<file path="src/rtl/z80_bus_mem_bridge_if.sv">
// Signal bundle between a tv80s-style Z80 bus, a req/ack memory port and the write log.
// The bridge is the slave; the CPU/memory/log environment is the master.
interface z80_bus_mem_bridge_if;
  logic [15:0] cpu_a;
  logic [7:0]  cpu_dout;
  logic        cpu_mreq_n;
  logic        cpu_iorq_n;
  logic        cpu_rd_n;
  logic        cpu_wr_n;
  logic        cpu_m1_n;
  logic        cpu_rfsh_n;
  logic [7:0]  cpu_di;
  logic        cpu_wait_n;

  logic        mem_req;
  logic        mem_we;
  logic [15:0] mem_addr;
  logic [7:0]  mem_wdata;
  logic        mem_ack;
  logic [7:0]  mem_rdata;

  logic        log_valid;
  logic        log_ready;
  logic [24:0] log_data;
  logic        log_overflow;
  logic        bus_timeout;

  modport master (
    output cpu_a, cpu_dout, cpu_mreq_n, cpu_iorq_n, cpu_rd_n, cpu_wr_n, cpu_m1_n, cpu_rfsh_n,
    output mem_ack, mem_rdata, log_ready,
    input  cpu_di, cpu_wait_n, mem_req, mem_we, mem_addr, mem_wdata,
    input  log_valid, log_data, log_overflow, bus_timeout
  );

  modport slave (
    input  cpu_a, cpu_dout, cpu_mreq_n, cpu_iorq_n, cpu_rd_n, cpu_wr_n, cpu_m1_n, cpu_rfsh_n,
    input  mem_ack, mem_rdata, log_ready,
    output cpu_di, cpu_wait_n, mem_req, mem_we, mem_addr, mem_wdata,
    output log_valid, log_data, log_overflow, bus_timeout
  );
endinterface

</file>
<file path="src/rtl/z80_bus_mem_bridge.sv">
// Converts Z80 bus strobes into a req/ack memory transaction, stalling the CPU until ack or
// timeout, and records every completed write in a small FIFO for bus-traffic inspection.
module z80_bus_mem_bridge #(
  parameter logic [7:0]  IO_PAGE   = 8'h10,
  parameter int unsigned WAIT_MAX  = 16,
  parameter int unsigned LOG_DEPTH = 8
) (
  input logic                clk,
  input logic                reset,
  z80_bus_mem_bridge_if.slave bus
);

  localparam int unsigned PTR_W = $clog2(LOG_DEPTH);
  localparam int unsigned CNT_W = $clog2(WAIT_MAX + 1);

  typedef enum logic [1:0] {
    S_IDLE,
    S_REQ,
    S_DONE
  } state_e;

  state_e             state_q;
  logic [CNT_W-1:0]   wait_cnt_q;
  logic               mem_req_q;
  logic               mem_we_q;
  logic               is_io_q;
  logic [15:0]        mem_addr_q;
  logic [7:0]         mem_wdata_q;
  logic [7:0]         cpu_di_q;
  logic               bus_timeout_q;

  logic [24:0]        log_mem_q [LOG_DEPTH];
  logic [PTR_W-1:0]   wr_ptr_q, wr_ptr_d;
  logic [PTR_W-1:0]   rd_ptr_q, rd_ptr_d;
  logic [PTR_W:0]     count_q, count_d;
  logic               log_overflow_q, log_overflow_d;

  logic access, io_cycle, int_ack, done;
  logic push, pop, full, push_ok;

  // Refresh cycles and interrupt acknowledge never reach memory.
  assign access   = bus.cpu_rfsh_n
                  & (~bus.cpu_mreq_n | (~bus.cpu_iorq_n & bus.cpu_m1_n))
                  & (~bus.cpu_rd_n | ~bus.cpu_wr_n);
  assign io_cycle = ~bus.cpu_iorq_n & bus.cpu_mreq_n;
  assign int_ack  = ~bus.cpu_iorq_n & ~bus.cpu_m1_n;
  assign done     = (state_q == S_DONE);

  assign bus.cpu_wait_n = reset | ~(access & ~done);

  always_ff @(posedge clk) begin
    if (reset) begin
      state_q       <= S_IDLE;
      wait_cnt_q    <= '0;
      mem_req_q     <= 1'b0;
      mem_we_q      <= 1'b0;
      is_io_q       <= 1'b0;
      mem_addr_q    <= '0;
      mem_wdata_q   <= '0;
      cpu_di_q      <= 8'hFF;
      bus_timeout_q <= 1'b0;
    end else begin
      unique case (state_q)
        S_IDLE: begin
          if (access) begin
            state_q     <= S_REQ;
            mem_req_q   <= 1'b1;
            mem_we_q    <= ~bus.cpu_wr_n;
            is_io_q     <= io_cycle;
            mem_addr_q  <= io_cycle ? {IO_PAGE, bus.cpu_a[7:0]} : bus.cpu_a;
            mem_wdata_q <= bus.cpu_dout;
            wait_cnt_q  <= '0;
          end else if (int_ack) begin
            cpu_di_q <= 8'hFF;
          end
        end
        S_REQ: begin
          if (bus.mem_ack) begin
            mem_req_q <= 1'b0;
            state_q   <= S_DONE;
            if (!mem_we_q) cpu_di_q <= bus.mem_rdata;
          end else if (wait_cnt_q == CNT_W'(WAIT_MAX - 1)) begin
            mem_req_q     <= 1'b0;
            state_q       <= S_DONE;
            cpu_di_q      <= 8'hFF;
            bus_timeout_q <= 1'b1;
          end else begin
            wait_cnt_q <= wait_cnt_q + 1'b1;
          end
        end
        S_DONE: begin
          // Hold off until the strobe drops so one strobe yields exactly one transaction.
          if (!access) state_q <= S_IDLE;
        end
        default: state_q <= S_IDLE;
      endcase
    end
  end

  assign full    = (count_q == (PTR_W + 1)'(LOG_DEPTH));
  assign push    = (state_q == S_REQ) & bus.mem_ack & mem_we_q;
  assign pop     = bus.log_ready & (count_q != '0);
  assign push_ok = push & (~full | pop);

  // NOTE: combinational next-state uses blocking assignments with a default for every
  // target first, so no path leaves a signal unassigned and no latch is inferred.
  always_comb begin
    wr_ptr_d       = wr_ptr_q;
    rd_ptr_d       = rd_ptr_q;
    count_d        = count_q;
    log_overflow_d = log_overflow_q;
    if (push_ok) wr_ptr_d = wr_ptr_q + 1'b1;
    if (pop)     rd_ptr_d = rd_ptr_q + 1'b1;
    if (push_ok && !pop)      count_d = count_q + 1'b1;
    else if (!push_ok && pop) count_d = count_q - 1'b1;
    if (push && !push_ok) log_overflow_d = 1'b1;
  end

  always_ff @(posedge clk) begin
    if (reset) begin
      wr_ptr_q       <= '0;
      rd_ptr_q       <= '0;
      count_q        <= '0;
      log_overflow_q <= 1'b0;
    end else begin
      wr_ptr_q       <= wr_ptr_d;
      rd_ptr_q       <= rd_ptr_d;
      count_q        <= count_d;
      log_overflow_q <= log_overflow_d;
    end
  end

  // NOTE: log storage has no reset; validity is carried entirely by count_q.
  always_ff @(posedge clk) begin
    if (push_ok) log_mem_q[wr_ptr_q] <= {is_io_q, mem_addr_q, mem_wdata_q};
  end

  assign bus.cpu_di       = cpu_di_q;
  assign bus.mem_req      = mem_req_q;
  assign bus.mem_we       = mem_we_q;
  assign bus.mem_addr     = mem_addr_q;
  assign bus.mem_wdata    = mem_wdata_q;
  assign bus.log_valid    = (count_q != '0);
  assign bus.log_data     = log_mem_q[rd_ptr_q];
  assign bus.log_overflow = log_overflow_q;
  assign bus.bus_timeout  = bus_timeout_q;

endmodule

</file>
<file path="src/flat_wrapper.sv">
// flat-port wrapper written by rule: the top's interface ports become plain ports
module z80_bus_mem_bridge_flat 
#(
  parameter logic [7:0]  IO_PAGE   = 8'h10,
  parameter int unsigned WAIT_MAX  = 16,
  parameter int unsigned LOG_DEPTH = 8
)
  (clk, reset, bus_cpu_a, bus_cpu_dout, bus_cpu_mreq_n, bus_cpu_iorq_n, bus_cpu_rd_n, bus_cpu_wr_n, bus_cpu_m1_n, bus_cpu_rfsh_n, bus_mem_ack, bus_mem_rdata, bus_log_ready, bus_cpu_di, bus_cpu_wait_n, bus_mem_req, bus_mem_we, bus_mem_addr, bus_mem_wdata, bus_log_valid, bus_log_data, bus_log_overflow, bus_bus_timeout);
  z80_bus_mem_bridge_if bus_i ();
  input logic clk;
  input logic reset;
  input wire logic [$bits(bus_i.cpu_a)-1:0] bus_cpu_a;
  input wire logic [$bits(bus_i.cpu_dout)-1:0] bus_cpu_dout;
  input wire logic [$bits(bus_i.cpu_mreq_n)-1:0] bus_cpu_mreq_n;
  input wire logic [$bits(bus_i.cpu_iorq_n)-1:0] bus_cpu_iorq_n;
  input wire logic [$bits(bus_i.cpu_rd_n)-1:0] bus_cpu_rd_n;
  input wire logic [$bits(bus_i.cpu_wr_n)-1:0] bus_cpu_wr_n;
  input wire logic [$bits(bus_i.cpu_m1_n)-1:0] bus_cpu_m1_n;
  input wire logic [$bits(bus_i.cpu_rfsh_n)-1:0] bus_cpu_rfsh_n;
  input wire logic [$bits(bus_i.mem_ack)-1:0] bus_mem_ack;
  input wire logic [$bits(bus_i.mem_rdata)-1:0] bus_mem_rdata;
  input wire logic [$bits(bus_i.log_ready)-1:0] bus_log_ready;
  output wire logic [$bits(bus_i.cpu_di)-1:0] bus_cpu_di;
  output wire logic [$bits(bus_i.cpu_wait_n)-1:0] bus_cpu_wait_n;
  output wire logic [$bits(bus_i.mem_req)-1:0] bus_mem_req;
  output wire logic [$bits(bus_i.mem_we)-1:0] bus_mem_we;
  output wire logic [$bits(bus_i.mem_addr)-1:0] bus_mem_addr;
  output wire logic [$bits(bus_i.mem_wdata)-1:0] bus_mem_wdata;
  output wire logic [$bits(bus_i.log_valid)-1:0] bus_log_valid;
  output wire logic [$bits(bus_i.log_data)-1:0] bus_log_data;
  output wire logic [$bits(bus_i.log_overflow)-1:0] bus_log_overflow;
  output wire logic [$bits(bus_i.bus_timeout)-1:0] bus_bus_timeout;
  assign bus_i.cpu_a = bus_cpu_a;
  assign bus_i.cpu_dout = bus_cpu_dout;
  assign bus_i.cpu_mreq_n = bus_cpu_mreq_n;
  assign bus_i.cpu_iorq_n = bus_cpu_iorq_n;
  assign bus_i.cpu_rd_n = bus_cpu_rd_n;
  assign bus_i.cpu_wr_n = bus_cpu_wr_n;
  assign bus_i.cpu_m1_n = bus_cpu_m1_n;
  assign bus_i.cpu_rfsh_n = bus_cpu_rfsh_n;
  assign bus_i.mem_ack = bus_mem_ack;
  assign bus_i.mem_rdata = bus_mem_rdata;
  assign bus_i.log_ready = bus_log_ready;
  assign bus_cpu_di = bus_i.cpu_di;
  assign bus_cpu_wait_n = bus_i.cpu_wait_n;
  assign bus_mem_req = bus_i.mem_req;
  assign bus_mem_we = bus_i.mem_we;
  assign bus_mem_addr = bus_i.mem_addr;
  assign bus_mem_wdata = bus_i.mem_wdata;
  assign bus_log_valid = bus_i.log_valid;
  assign bus_log_data = bus_i.log_data;
  assign bus_log_overflow = bus_i.log_overflow;
  assign bus_bus_timeout = bus_i.bus_timeout;
  z80_bus_mem_bridge #(.IO_PAGE(IO_PAGE), .WAIT_MAX(WAIT_MAX), .LOG_DEPTH(LOG_DEPTH)) u_core (.clk(clk), .reset(reset), .bus(bus_i));
endmodule
</file>
<file path="config.mk">
export PLATFORM = sky130hd
export DESIGN_NAME = z80_bus_mem_bridge_flat
export DESIGN_NICKNAME = d
export VERILOG_FILES = /design/src/rtl/z80_bus_mem_bridge_if.sv /design/src/rtl/z80_bus_mem_bridge.sv /design/src/flat_wrapper.sv
export SDC_FILE = /design/constraint.sdc
export NUM_CORES = 1
export LEC_CHECK = 0
export ABC_AREA = 1
export BUFFER_PORTS_ARGS = -buffer_cell sky130_fd_sc_hd__buf_4
export CAP_MARGIN = 20
export CELL_PAD_IN_SITES_DETAIL_PLACEMENT = 1
export CELL_PAD_IN_SITES_GLOBAL_PLACEMENT = 1
export CORE_MARGIN = 2
export CORE_UTILIZATION = 40
export DETAILED_ROUTE_END_ITERATION = 6
export GPL_ROUTABILITY_DRIVEN = 0
export PLACE_DENSITY = 0.75
export SYNTH_ARGS = -nofsm -noshare
export SYNTH_HDL_FRONTEND = slang
export SYNTH_SLANG_ARGS = --single-unit
export TNS_END_PERCENT = 50
</file>
<file path="constraint.sdc">
create_clock -name clk -period 3.39 [get_ports clk]
set_input_delay 0.678 -clock clk [delete_from_list [all_inputs] [get_ports clk]]
set_output_delay 0.678 -clock clk [all_outputs]
set_load 0.1 [all_outputs]
</file>
Word level (Yosys, flattened, before mapping)
Memory sizes are Yosys's and may differ from the RTL's. A register that Yosys moved wholly into a read port is not among the register bits.
Cells that the tools add are included.
{"block": "totals", "n_memories": 1, "register_bits": 54, "wordCells": 95, "ramBits": 200, "in_bits": 42, "out_inout_bits": 63}
{"block": "classes", "mux": 26, "n_reduce_logical": 15, "n_eq_ne": 12, "bitwise": 23, "addsub": 5}
{"name": "u_core.log_mem_q", "depth": 8, "width": 25, "read_ports": 1, "rd_ports_with_merged_regs": 1, "wr": 1, "line_no": "z80_bus_mem_bridge.sv:32", "text": "logic [24:0] log_mem_q [LOG_DEPTH];"}
{"operator": "$mux 8", "n": 5}
{"operator": "$mux 16", "n": 1}
{"operator": "$pmux 8 s2", "n": 1}
{"operator": "$mux 5", "n": 3}
{"operator": "$and 1x1->1", "n": 10}
{"operator": "$pmux 5 s2", "n": 1}
{"operator": "$not 1->1", "n": 9}
{"operator": "$reduce_and 3->1", "n": 3}
{"operator": "$mux 2", "n": 4}
{"operator": "$mux 4", "n": 2}
{"operator": "$ne 2x2->1 const B", "n": 4}
{"operator": "$add 3x1->3 const B", "n": 2}
{"operator": "$mux 3", "n": 2}
{"operator": "$pmux 2 s3", "n": 1}
{"operator": "$add 5x1->5 const B", "n": 1}
{"operator": "$eq 5x4->1 const B", "n": 1}
{"operator": "$mux 1", "n": 5}
{"operator": "$reduce_and 5->1", "n": 1}
{"operator": "$add 4x1->4 const B", "n": 1}
{"operator": "$eq 4x4->1 const B", "n": 1}
{"operator": "$ne 2x1->1 const B", "n": 2}
{"operator": "$or 1x1->1", "n": 4}
{"operator": "$reduce_and 4->1", "n": 1}
{"operator": "$reduce_bool 2->1", "n": 2}
{"operator": "11 further kinds", "n": 14}

Logic depth before layout (Yosys ltp)
Gate-level depths: netlist of run 1.
{"block": "logic_depth", "depth_word": 8, "mapped_depth": 14, "depth_no_buf": 14}

Least setup slack after synthesis of run 1
No wires, ideal clock.
{"block": "synth_path", "path_type": "reg-to-reg", "from": "register u_core.mem_we_q (netlist: u_core.bus.mem_we)", "to": "memory u_core.log_mem_q[5][0], enable pin", "setup_time_ps": 439, "path_stages_with_launch": 5, "path_slack_ps": -217, "period_less_slack_ps": 3607, "path_buffers": 0, "arrival_time_ps": 3168, "path_cell_list": "dfxtp_1 -> nand4_1 -> inv_1 -> nand2_2 -> nor3_1"}
{"block": "synth_via", "elab_chain_cells": 4}
{"item": "from (decl)", "line_no": "z80_bus_mem_bridge.sv:25", "text": "logic mem_we_q;"}
{"item": "from (signal assigned)", "line_no": "z80_bus_mem_bridge.sv:68", "text": "mem_we_q <= ~bus.cpu_wr_n;"}
{"item": "$and 1x1->1", "line_no": "z80_bus_mem_bridge.sv:101", "text": "assign push = (state_q == S_REQ) & bus.mem_ack & mem_we_q;"}
{"item": "$and 1x1->1", "line_no": "z80_bus_mem_bridge.sv:103", "text": "assign push_ok = push & (~full | pop);"}
{"item": "$mux 1", "line_no": "z80_bus_mem_bridge.sv:135", "text": "if (push_ok) log_mem_q[wr_ptr_q] <= {is_io_q, mem_addr_q, mem_wdata_q};"}
{"item": "$mux 1 (not written as such)", "line_no": "z80_bus_mem_bridge.sv:135"}
{"item": "to (decl)", "line_no": "z80_bus_mem_bridge.sv:32"}
Every way passes these cells.

==> results.tsv, run 1 <==
stage	metric	value	unit
run_status	status	completed	
floorplanning	Initial Util	40.6	%
clocking	Hold-fix buffers, CTS	0	
setup_path	cell breakdown of the critical path	inv_2 -> buf_4 -> nor2_1 -> o21ai_0 -> nand2_1 -> nand2_1 -> buf_4	
place	DP Area	0.0114	mm²
logic_synthesis	Mapped Area	0.0102	mm²
floorplanning	Die ar.	0.0268	mm²
detailed_routing	first-pass detailed-route iteration total	5	
timing	Max Clock Freq	321	MHz
timing	clk_skew	0.00952	ns
logic_synthesis	FF+latch count, synth	257	
timing	Max-slew headroom	53.0	%
global_route	total congestion overflow	0	
logic_synthesis	Net Count, Synth	991	
detailed_routing	Vias/cell	5.26	
detailed_routing	DRC Markers	0	
detailed_routing	Via Count	7351	
clocking	clock-pin slew on the worst setup and hold paths	0.06	ns
global_route	Overall Global Routing Usage	20.4	%
cells_and_area	filler cell count	2758	
clocking	CTS tree	yes	
clocking	Clock Root Buffer	clkbuf_16	
power	Combinational Power Share	39.7	%
detailed_routing	DR iter-0 viols	507	
place	port buffer count	104	
power	Peak VDD IR	0.716	mV
setup_path	Critical Path AT	2.44	ns
timing	Worst Tran Pin Value	0.704	ns
global_route	initial antenna violation count	0	
power	Internal	6.13	mW
timing	unrepaired setup endpoints after global routing	no	
setup_path	Setup crit end kind	primary output	
cells_and_area	layout net count	1096	
flow_run	# Max-Cap Violations	0	
setup_path	crit path kind	reg -> out	
power	P per Cell Area	873	mW/mm²
power	P_sw	4.62	mW
clocking	Resized cells post-CTS	0	
floorplanning	Die Wd	164	µm
detailed_routing	final wirelength	27100	µm
cells_and_area	final instance area	0.0123	mm²
clocking	worst skew pair latency	0.53	ns
cells_and_area	ratio of cells with drive above 1 in the final layout	17.2	%
clocking	Clock Path Buffers	3	
floorplanning	Die Span Y	164	µm
timing	minimum clock period after layout	3.11	ns
floorplanning	Rows	58	
cells_and_area	ant diodes	0	
clocking	total CTS buffers	28	
setup_path	CP startpoint kind	register	
power	Sequential Power Share	33.2	%
setup_path	critical path buffer and inverter count	3	
power	Tot Pwr	10.8	mW
timing	hold slack final	0.367	ns
global_route	wire length of the first global-routing pass	42200	µm
floorplanning	core area	0.0251	mm²
setup_path	Worst EP required	2.71	ns
detailed_routing	Post-DRT Antenna Nets	0	
timing	Slew Viols, Final	0	
timing	final worst-path cycle share	91.9	%
timing	Final Hold Viols	0	
global_route	largest net degree at the start of global routing	101	
cells_and_area	area grow syn2layout	20.8	%
power	Sw Share	43.0	%
clocking	htree depth	1	
logic_synthesis	Yosys cell types	30	
setup_path	Crit path max-delay family	buffers and inverters	
logic_synthesis	Syn Area/Cell	10.8	µm²
setup_path	Critical Path Slowest Stage Cell	inv_2	
place	hpwl dp	16500	µm
detailed_routing	DR WL/cell	19.4	µm
cells_and_area	post-layout util	49.1	%
setup_path	crit-path max FO	30	
clocking	Post-CTS Setup Bufs	0	
floorplanning	# IOs	105	
timing	final setup vio count	0	
global_route	vias in the first global route	7745	
setup_path	slowest cell delay on critical path	0.41	ns
logic_synthesis	yosys warns	0	
power	clock share of power	27.1	%
power	Pleak	4.63	nW
logic_synthesis	Mapped Cells	941	
logic_synthesis	post-synthesis sequential area ratio	70.1	%
clocking	CTS sink cnt	257	
min_path	HP Class	in -> reg	
-- logic make-up (layout without fill, tap and decap cells) --
logic type,count (synthesis),after routing,share of synthesized area (%)
adder cells (fa/ha/maj),8,8,1.05
AND/OR/NAND/NOR,399,399,15.6
XOR/XNOR,6,6,0.515
buffers and inverters,74,201,2.98
AO/OA/AOI/OAI,197,197,9.76
flip-flops,257,257,70.1
-- layout by cell type, fill, tap and decap left out, drive strengths merged, types with 10 or more instances in the layout --
master / Yosys / routed
nand4: 10 / 10
nand3: 27 / 27
a21oi: 34 / 34
nor2: 184 / 184
dfxtp: 57 / 57
edfxtp: 200 / 200
inv: 25 / 25
o21ai: 160 / 160
nand2: 172 / 172
buf: 18 / 123
clkbuf: 30 / 42
-- power by group through the flow --
stage	Sequential [mW]	Combinational [mW]	Clock [mW]
floorplan	3.78	3.09	0
global placement	3.63	4.18	0
detailed placement	3.64	4.27	0
CTS	3.57	4.32	2.97
global route	3.58	4.58	3.11
finish	3.57	4.27	2.92
-- state kept, by name (all words and copies together), names as in the netlist, named ones only --
| register | cells |
|---|---|
| u_core.state_q | 2 |
| u_core.bus.bus_timeout | 1 |
| u_core.count_q | 4 |
| u_core.bus.cpu_di | 8 |
| u_core.wr_ptr_q | 3 |
| u_core.bus.mem_wdata | 8 |
| u_core.bus.mem_we | 1 |
| u_core.is_io_q | 1 |
| u_core.bus.mem_addr | 16 |
| u_core.log_mem_q | 200 |
| u_core.bus.log_overflow | 1 |
| u_core.wait_cnt_q | 5 |
| u_core.rd_ptr_q | 3 |
| u_core.bus.mem_req | 1 |
-- cells in the mapped netlist, drive strengths merged --
library cell	instances	area share [%]
clkinv	1	0.037
a21oi	34	1.7
a21boi	1	0.11
xor2	5	0.43
edfxtp	200	59
nor2	184	6.8
a31oi	1	0.061
nand4	10	0.61
clkbuf	30	1.1
nand3	27	1.5
dfxtp	57	11
or2	1	0.061
xnor2	1	0.086
o21ai	160	7.8
fa	1	0.20
o211ai	1	0.074
inv	25	0.92
buf	18	0.92
nand2	172	6.4
nor3	5	0.25
ha	7	0.86
-- layout make-up --
class,instances,area (µm²),share of cell area [%]
Multi-Input combinational cell,610,2780,22.6
Sequential cell,257,7150,58.0
Tap cell,330,413,3.35
Clock inverter,10,68.8,0.559
Timing Repair Buffer,123,986,8.00
Inverter,26,97.6,0.792
Clock buffer,42,825,6.69
-- routing by layer --
layer	part of all wire (%)	vias up	GRT usage (%)	wire, µm
met2	50	193	35.9	13500
met4	2.1	0	5.78	580
met5	0	-	0	0
met3	5.6	47	4.17	1530
li1	-	3455	-	-
met1	42	3656	25.6	11500
-- per-stage QoR --
step / TNS [ns] / instances / setup slack [ns]
floorplan: -21.68 / 941 / -0.217
global placement: 0 / 1346 / 0.813
detailed placement: 0 / 1346 / 0.732
CTS: 0 / 1398 / 0.228
global route: 0 / 1398 / 0.0738
finish: 0 / 1398 / 0.275
-- tightest hold or removal path: stages --
cell	delay [ns]
buf_4	0.08
nand3_1	0.07
nand2_1	0.05
-- final timing paths --
| path | startpoint | slack, ns | cells past startpoint | end |
|---|---|---|---|---|
| min | bus_cpu_a[9] | 0.37 | 3 | u_core.bus.mem_addr[9] |
| min reg2reg | u_core.bus.cpu_di[3] | 0.46 | 2 | u_core.bus.cpu_di[3] |
| max reg2reg | u_core.state_q[0] | 1.04 | 13 | u_core.count_q[3] |
| max | register | 0.28 | 7 | bus_log_data[24] |
No activity file was read; power rests on OpenSTA's default activity.
==> run 2: changes to the inputs <==
Settings changed: CORE_MARGIN 2 to not set.
==> results.tsv, run 2 (synthesis results as in run 1) <==
stage	metric	value	unit	change
clocking	Resized cells post-CTS	0		unchanged
detailed_routing	DR WL/cell	19.4	µm	about the same
detailed_routing	final wirelength	27000	µm	-0.23%
detailed_routing	Vias/cell	5.25		-0.23%
setup_path	Worst EP required	2.71	ns	about the same
detailed_routing	DRC Markers	0		unchanged
min_path	HP Class	in -> reg		
timing	final setup vio count	0		unchanged
global_route	total congestion overflow	0		unchanged
place	port buffer count	104		unchanged
setup_path	cell breakdown of the critical path	inv_2 -> buf_4 -> o21ai_0 -> o21ai_0 -> nand2_1 -> nand2_1 -> buf_4		
place	pre-CTS WS	0.733	ns	+0.000666 ns
global_route	largest net degree at the start of global routing	83		-18%
timing	clk_skew	0.0204	ns	+0.0109 ns
global_route	vias in the first global route	7579		-2.1%
cells_and_area	ant diodes	0		unchanged
cells_and_area	ratio of cells with drive above 1 in the final layout	17.8	%	+0.53 points
floorplanning	Initial Util	40.6	%	unchanged
clocking	Clock Path Buffers	3		unchanged
clocking	CTS tree	yes		
timing	hold slack final	0.372	ns	+0.00501 ns
detailed_routing	DR iter-0 viols	460		-9.3%
timing	unrepaired setup endpoints after global routing	no		
floorplanning	# IOs	105		unchanged
setup_path	Setup crit end kind	primary output		
setup_path	crit-path max FO	25		-17%
timing	PnR worst setup slack	0.275	ns	-0.000380 ns
timing	Worst Tran Pin Value	0.655	ns	-0.0484 ns
clocking	total CTS buffers	27		-3.6%
timing	minimum clock period after layout	3.12	ns	+0.000380 ns
cells_and_area	Reg with most FFs	u_core.log_mem_q		
place	cell count after placement	1345		-0.074%
setup_path	critical path buffer and inverter count	3		unchanged
place	DP Area	0.0114	mm²	-0.28%
cells_and_area	Final Instance Count excl. Fillers	1394		-0.29%
setup_path	Critical Path Slowest Stage Cell	dfxtp_4		
cells_and_area	flip-flop count of the largest register after layout	200		unchanged
power	P per Cell Area	873	mW/mm²	about the same
timing	Final Hold Viols	0		unchanged
cells_and_area	leading cell type in the layout, fill and taps excluded	edfxtp_1		
timing	final worst-path cycle share	91.9	%	about the same
setup_path	CP startpoint kind	register		
clocking	htree depth	1		unchanged
cells_and_area	post-layout util	48.8	%	-0.24 points
cells_and_area	area grow syn2layout	20.2	%	
setup_path	Crit path max-delay family	buffers and inverters		
run_status	status	completed		
floorplanning	Rows	58		unchanged
floorplanning	Die ar.	0.0261	mm²	-2.4%
clocking	Hold-fix buffers, CTS	0		unchanged
setup_path	slowest cell delay on critical path	0.42	ns	about the same
power	Tot Pwr	10.7	mW	-0.53%
floorplanning	core area	0.0251	mm²	unchanged
setup_path	Critical Path AT	2.44	ns	about the same
setup_path	crit path kind	reg -> out		
global_route	initial antenna violation count	0		unchanged
timing	Max Clock Freq	321	MHz	about the same
cells_and_area	layout net count	1094		-0.18%
floorplanning	Die Span Y	162	µm	-1.2%
power	Pleak	4.62	nW	-0.30%
floorplanning	Die Wd	162	µm	-1.2%
timing	setup_tns	0	ns	unchanged
flow_run	# Max-Cap Violations	0		unchanged
place	hpwl dp	15700	µm	-4.5%
detailed_routing	Post-DRT Antenna Nets	0		unchanged
timing	Slew Viols, Final	0		unchanged
detailed_routing	Via Count	7313		-0.52%
clocking	clock-pin slew on the worst setup and hold paths	0.06	ns	about the same
clocking	CTS sink cnt	257		unchanged
clocking	worst skew pair latency	0.53	ns	about the same
global_route	Overall Global Routing Usage	20.9	%	+0.50 points
cells_and_area	filler cell count	2716		-1.5%
cells_and_area	final instance area	0.0123	mm²	-0.50%
power	Peak VDD IR	0.792	mV	+11%
clocking	Post-CTS Setup Bufs	0		unchanged
global_route	wire length of the first global-routing pass	42100	µm	-0.11%
detailed_routing	first-pass detailed-route iteration total	4		-1
clocking	Clock Root Buffer	clkbuf_16		
timing	Max-slew headroom	56.2	%	+3.2 points
cells_and_area	most frequent cells in the layout	edfxtp_1 (200), nor2_1 (177), nand2_1 (170)		
run 2: cell count changes in the layout (fill, tap and decap cells not counted), sizes merged:
| cell | change |
|---|---|
| clkbuf | -4 |
| clkinv | +1 |
| buf | -1 |
run 2: worst min-delay path, cell delays in order:
cell and delay [ns]:
buf_4 0.08, nand3_1 0.07, nand2_1 0.05
run 2: per-layer routing:
metal | wire length, µm | vias to the layer above | track usage (%) | part of all wire, %
li1 | - | 3452 | - | -
met1 | 11900 | 3639 | 27.1 | 44
met2 | 13200 | 187 | 36.0 | 49
met3 | 1460 | 35 | 3.63 | 5.4
met4 | 494 | 0 | 6.30 | 1.8
met5 | 0 | - | 0 | 0
run 2: worst paths after layout:
path,to,from,cells after the start,slack (ns)
setup reg to reg,u_core.count_q[3],u_core.state_q[0],13,1.09
setup / recovery,bus_log_data[22],register,7,0.27
hold reg to reg,u_core.bus.cpu_di[6],u_core.bus.cpu_di[6],2,0.47
hold / removal,u_core.bus.mem_addr[13],bus_cpu_a[13],3,0.37
run 2: cell type report:
cell class                      instances  area [µm²]  area share, %
Inverter                               26        97.6          0.796
Timing Repair Buffer                  122         953           7.78
Tap cell                              330         413           3.37
Sequential cell                       257        7150           58.3
Clock buffer                           38         777           6.34
Multi-Input combinational cell        610        2780           22.7
Clock inverter                         11        85.1          0.694
run 2: power by group:
group	switching [mW]	total (mW)	internal (mW)
sequential	0.153	3.62	3.47
combinational	3.27	4.20	0.931
clock	1.21	2.88	1.67
==> run 3: changes to the inputs <==
Settings changed: ABC_AREA 1 to not set, PLACE_DENSITY 0.75 to 0.71.
==> results.tsv, run 3 <==
stage	metric	value	unit	change
detailed_routing	first-pass detailed-route iteration total	7		+3
floorplanning	Die Wd	160	µm	-1.3%
global_route	Overall Global Routing Usage	17.6	%	-3.4 points
setup_path	most numerous cell on the critical path	buf_4		
cells_and_area	ratio of cells with drive above 1 in the final layout	35.7	%	+18 points
clocking	Clock Path Buffers	3		unchanged
timing	clk_skew	0.0173	ns	-0.00311 ns
global_route	initial antenna violation count	0		unchanged
logic_synthesis	multiplexer share of the synthesized area	15.2	%	+15 points
detailed_routing	DRC Markers	0		unchanged
logic_synthesis	Mapped Cells	579		-38%
global_route	total congestion overflow	0		unchanged
setup_path	crit path kind	reg -> out		
timing	final setup vio count	0		unchanged
flow_run	# Max-Cap Violations	0		unchanged
clocking	worst skew pair latency	0.54	ns	about the same
global_route	wire length of the first global-routing pass	34000	µm	-19%
detailed_routing	DR WL/cell	21.4	µm	+10%
cells_and_area	most frequent cells in the layout	edfxtp_1 (200), buf_4 (117), dfxtp_1 (55)		
logic_synthesis	Synth area leaders	edfxtp_1 (60%), dfxtp_1 (11%), mux4_2 (11%)		
floorplanning	Die Span Y	160	µm	-1.3%
timing	Final Hold Viols	0		unchanged
floorplanning	# IOs	105		unchanged
timing	Max-slew headroom	49.3	%	-7.0 points
setup_path	Worst EP required	2.71	ns	about the same
floorplanning	Die ar.	0.0255	mm²	-2.6%
logic_synthesis	top-area cell type share of the netlist area	60.5	%	+1.6 points
setup_path	Crit path depth	4		-3
logic_synthesis	yosys warns	0		unchanged
logic_synthesis	Post-Synth Simple-Gate Area	5.96	%	-9.7 points
power	P per Cell Area	739	mW/mm²	-15%
setup_path	r2r worst-path depth	10		-3
detailed_routing	final wirelength	22300	µm	-18%
cells_and_area	leading cell type in the layout, fill and taps excluded	edfxtp_1		
cells_and_area	Reg with most FFs	u_core.log_mem_q		
logic_synthesis	main combinational cell family by area after synthesis	multiplexers		
timing	Slew Viols, Final	0		unchanged
timing	minimum clock period after layout	3.23	ns	+0.116 ns
timing	Max Clock Freq	309	MHz	-3.6%
setup_path	Critical Path Slowest Stage Cell	dfxtp_4		
clocking	Hold-fix buffers, CTS	0		unchanged
detailed_routing	DR iter-0 viols	318		-31%
setup_path	Critical Path AT	2.55	ns	+0.11 ns
cells_and_area	flip-flop count of the largest register after layout	200		unchanged
logic_synthesis	number of synthesized flops with an enable pin	200		unchanged
logic_synthesis	Mapped Area	0.00993	mm²	-2.6%
clocking	Resized cells post-CTS	0		unchanged
min_path	HP Class	in -> reg		
power	Peak VDD IR	0.677	mV	-15%
place	hpwl dp	13200	µm	-16%
floorplanning	Rows	57		-1.7%
setup_path	Setup crit end kind	primary output		
detailed_routing	Vias/cell	5.25		about the same
logic_synthesis	post-synthesis sequential area ratio	72.0	%	+1.9 points
clocking	CTS sink cnt	257		unchanged
power	Tot Pwr	9.01	mW	-16%
logic_synthesis	Synth area leader	edfxtp_1		
setup_path	critical path buffer and inverter count	2		-1
setup_path	cell breakdown of the critical path	buf_4 -> mux4_2 -> mux2_2 -> buf_4		
min_path	Hold Crit Depth	2		-1
floorplanning	core area	0.0243	mm²	-3.1%
clocking	total CTS buffers	28		+3.7%
setup_path	crit-path max FO	18		-28%
floorplanning	Initial Util	40.8	%	+0.21 points
logic_synthesis	XOR/XNOR Fraction of Synth Area	0.529	%	+0.014 points
cells_and_area	ant diodes	0		unchanged
setup_path	slowest cell delay on critical path	0.59	ns	+0.17 ns
power	Pleak	4.08	nW	-12%
logic_synthesis	dominant cell by count in the synthesized netlist	edfxtp_1		
place	DP Area	0.0112	mm²	-1.6%
logic_synthesis	Syn Area/Cell	17.2	µm²	+58%
global_route	vias in the first global route	5974		-21%
global_route	largest net degree at the start of global routing	57		-31%
cells_and_area	area grow syn2layout	22.8	%	
cells_and_area	final instance area	0.0122	mm²	-0.55%
timing	hold slack final	0.348	ns	-0.0237 ns
setup_path	CP startpoint kind	register		
logic_synthesis	Adder-Cell Fraction of Synth Area	1.08	%	+0.029 points
logic_synthesis	Compound-Gate Fraction of Synth Area	3.63	%	-6.1 points
timing	Worst Tran Pin Value	0.761	ns	+0.106 ns
logic_synthesis	Net Count, Synth	629		-37%
clocking	Post-CTS Setup Bufs	0		unchanged
clocking	CTS tree	yes		
run_status	status	completed		
logic_synthesis	Yosys cell types	45		+50%
logic_synthesis	FF+latch count, synth	257		unchanged
clocking	Clock Root Buffer	clkbuf_16		
clocking	htree depth	1		unchanged
timing	unrepaired setup endpoints after global routing	no		
detailed_routing	Post-DRT Antenna Nets	0		unchanged
logic_synthesis	Synth top cells by count	edfxtp_1 (200), dfxtp_1 (57), nand2_1 (54)		
setup_path	Crit path max-delay family	multiplexers		
clocking	clock-pin slew on the worst setup and hold paths	0.06	ns	about the same
cells_and_area	filler cell count	2302		-15%
place	port buffer count	104		unchanged
timing	final worst-path cycle share	95.3	%	+3.4 points
detailed_routing	Via Count	5476		-25%
cells_and_area	layout net count	748		-32%
logic_synthesis	Top FF cell, synth	edfxtp_1		
logic_synthesis	async set-reset flop share out of synthesis	0	%	unchanged
## run 3: cell count changes after synthesis, moves of 12 or more
cell	before	now
nand2_1	170	54
mux2_2	0	25
mux4_2	0	50
inv_1	19	7
nor2_1	181	37
o21ai_0	141	2
o21ai_1	19	1
## run 3: worst register-to-register path: stages, from the launching register on
cell and delay (ns):
dfxtp_1 0.66, and2b_1 0.33, o311ai_2 0.16, inv_2 0.11, ha_1 0.17, inv_1 0.11
ha_1 0.37, a21oi_1 0.20, a211oi_1 0.11, a31oi_1 0.18, mux2_1 0.33
## run 3: layout make-up
cell class	count	area (µm²)	share of cell area [%]
Timing Repair Buffer	120	938	7.70
Inverter	8	30.0	0.246
Clock buffer	35	768	6.30
Multi-Input combinational cell	283	2690	22.0
Clock inverter	17	213	1.74
Tap cell	324	405	3.33
Sequential cell	257	7150	58.7
## run 3: path summary, 6_finish.rpt
kind | from | to | slack [ns]
hold reg to reg | u_core.rd_ptr_q[1] | register | 0.49
setup reg to reg | u_core.state_q[0] | u_core.count_q[3] | 0.56
setup / recovery | register | bus_log_data[3] | 0.16
hold / removal | bus_cpu_wr_n | u_core.bus.mem_we | 0.35
## run 3: stage by stage
step           utilization (%)  setup WS [ns]  instances  setup TNS (ns)
6_report                  50.1          0.159       1044               0
5_1_grt                   50.1        0.00762       1044               0
4_1_cts                   50.1         0.0713       1044               0
3_5_place_dp              46.1          0.564        992               0
3_3_place_gp              46.1          0.642        992               0
2_1_floorplan                -         -0.289        579          -21.64
## run 3: cell families (layout without fill, tap and decap cells)
| group | Yosys count | count (layout) |
|---|---|---|
| buf+inv | 39 | 180 |
| xor+xnor | 6 | 6 |
| simple gates | 131 | 131 |
| fa+ha+maj | 8 | 8 |
| mux | 85 | 85 |
| compound gates | 53 | 53 |
| flops | 257 | 257 |
## run 3: metal layers
| metal | share of wire (%) | track usage (%) | up-vias |
|---|---|---|---|
| met5 | 0 | 0 | - |
| met4 | 1.8 | 4.98 | 0 |
| met3 | 5.4 | 3.18 | 31 |
| met2 | 51 | 31.0 | 154 |
| met1 | 42 | 22.2 | 2820 |
| li1 | - | - | 2471 |
## run 3: power breakdown
| part | internal (mW) | leakage (nW) | switching, mW |
|---|---|---|---|
| Combinational | 0.762 | 1.34 | 1.48 |
| Sequential | 3.45 | 2.26 | 0.136 |
| Clock | 1.98 | 0.481 | 1.20 |
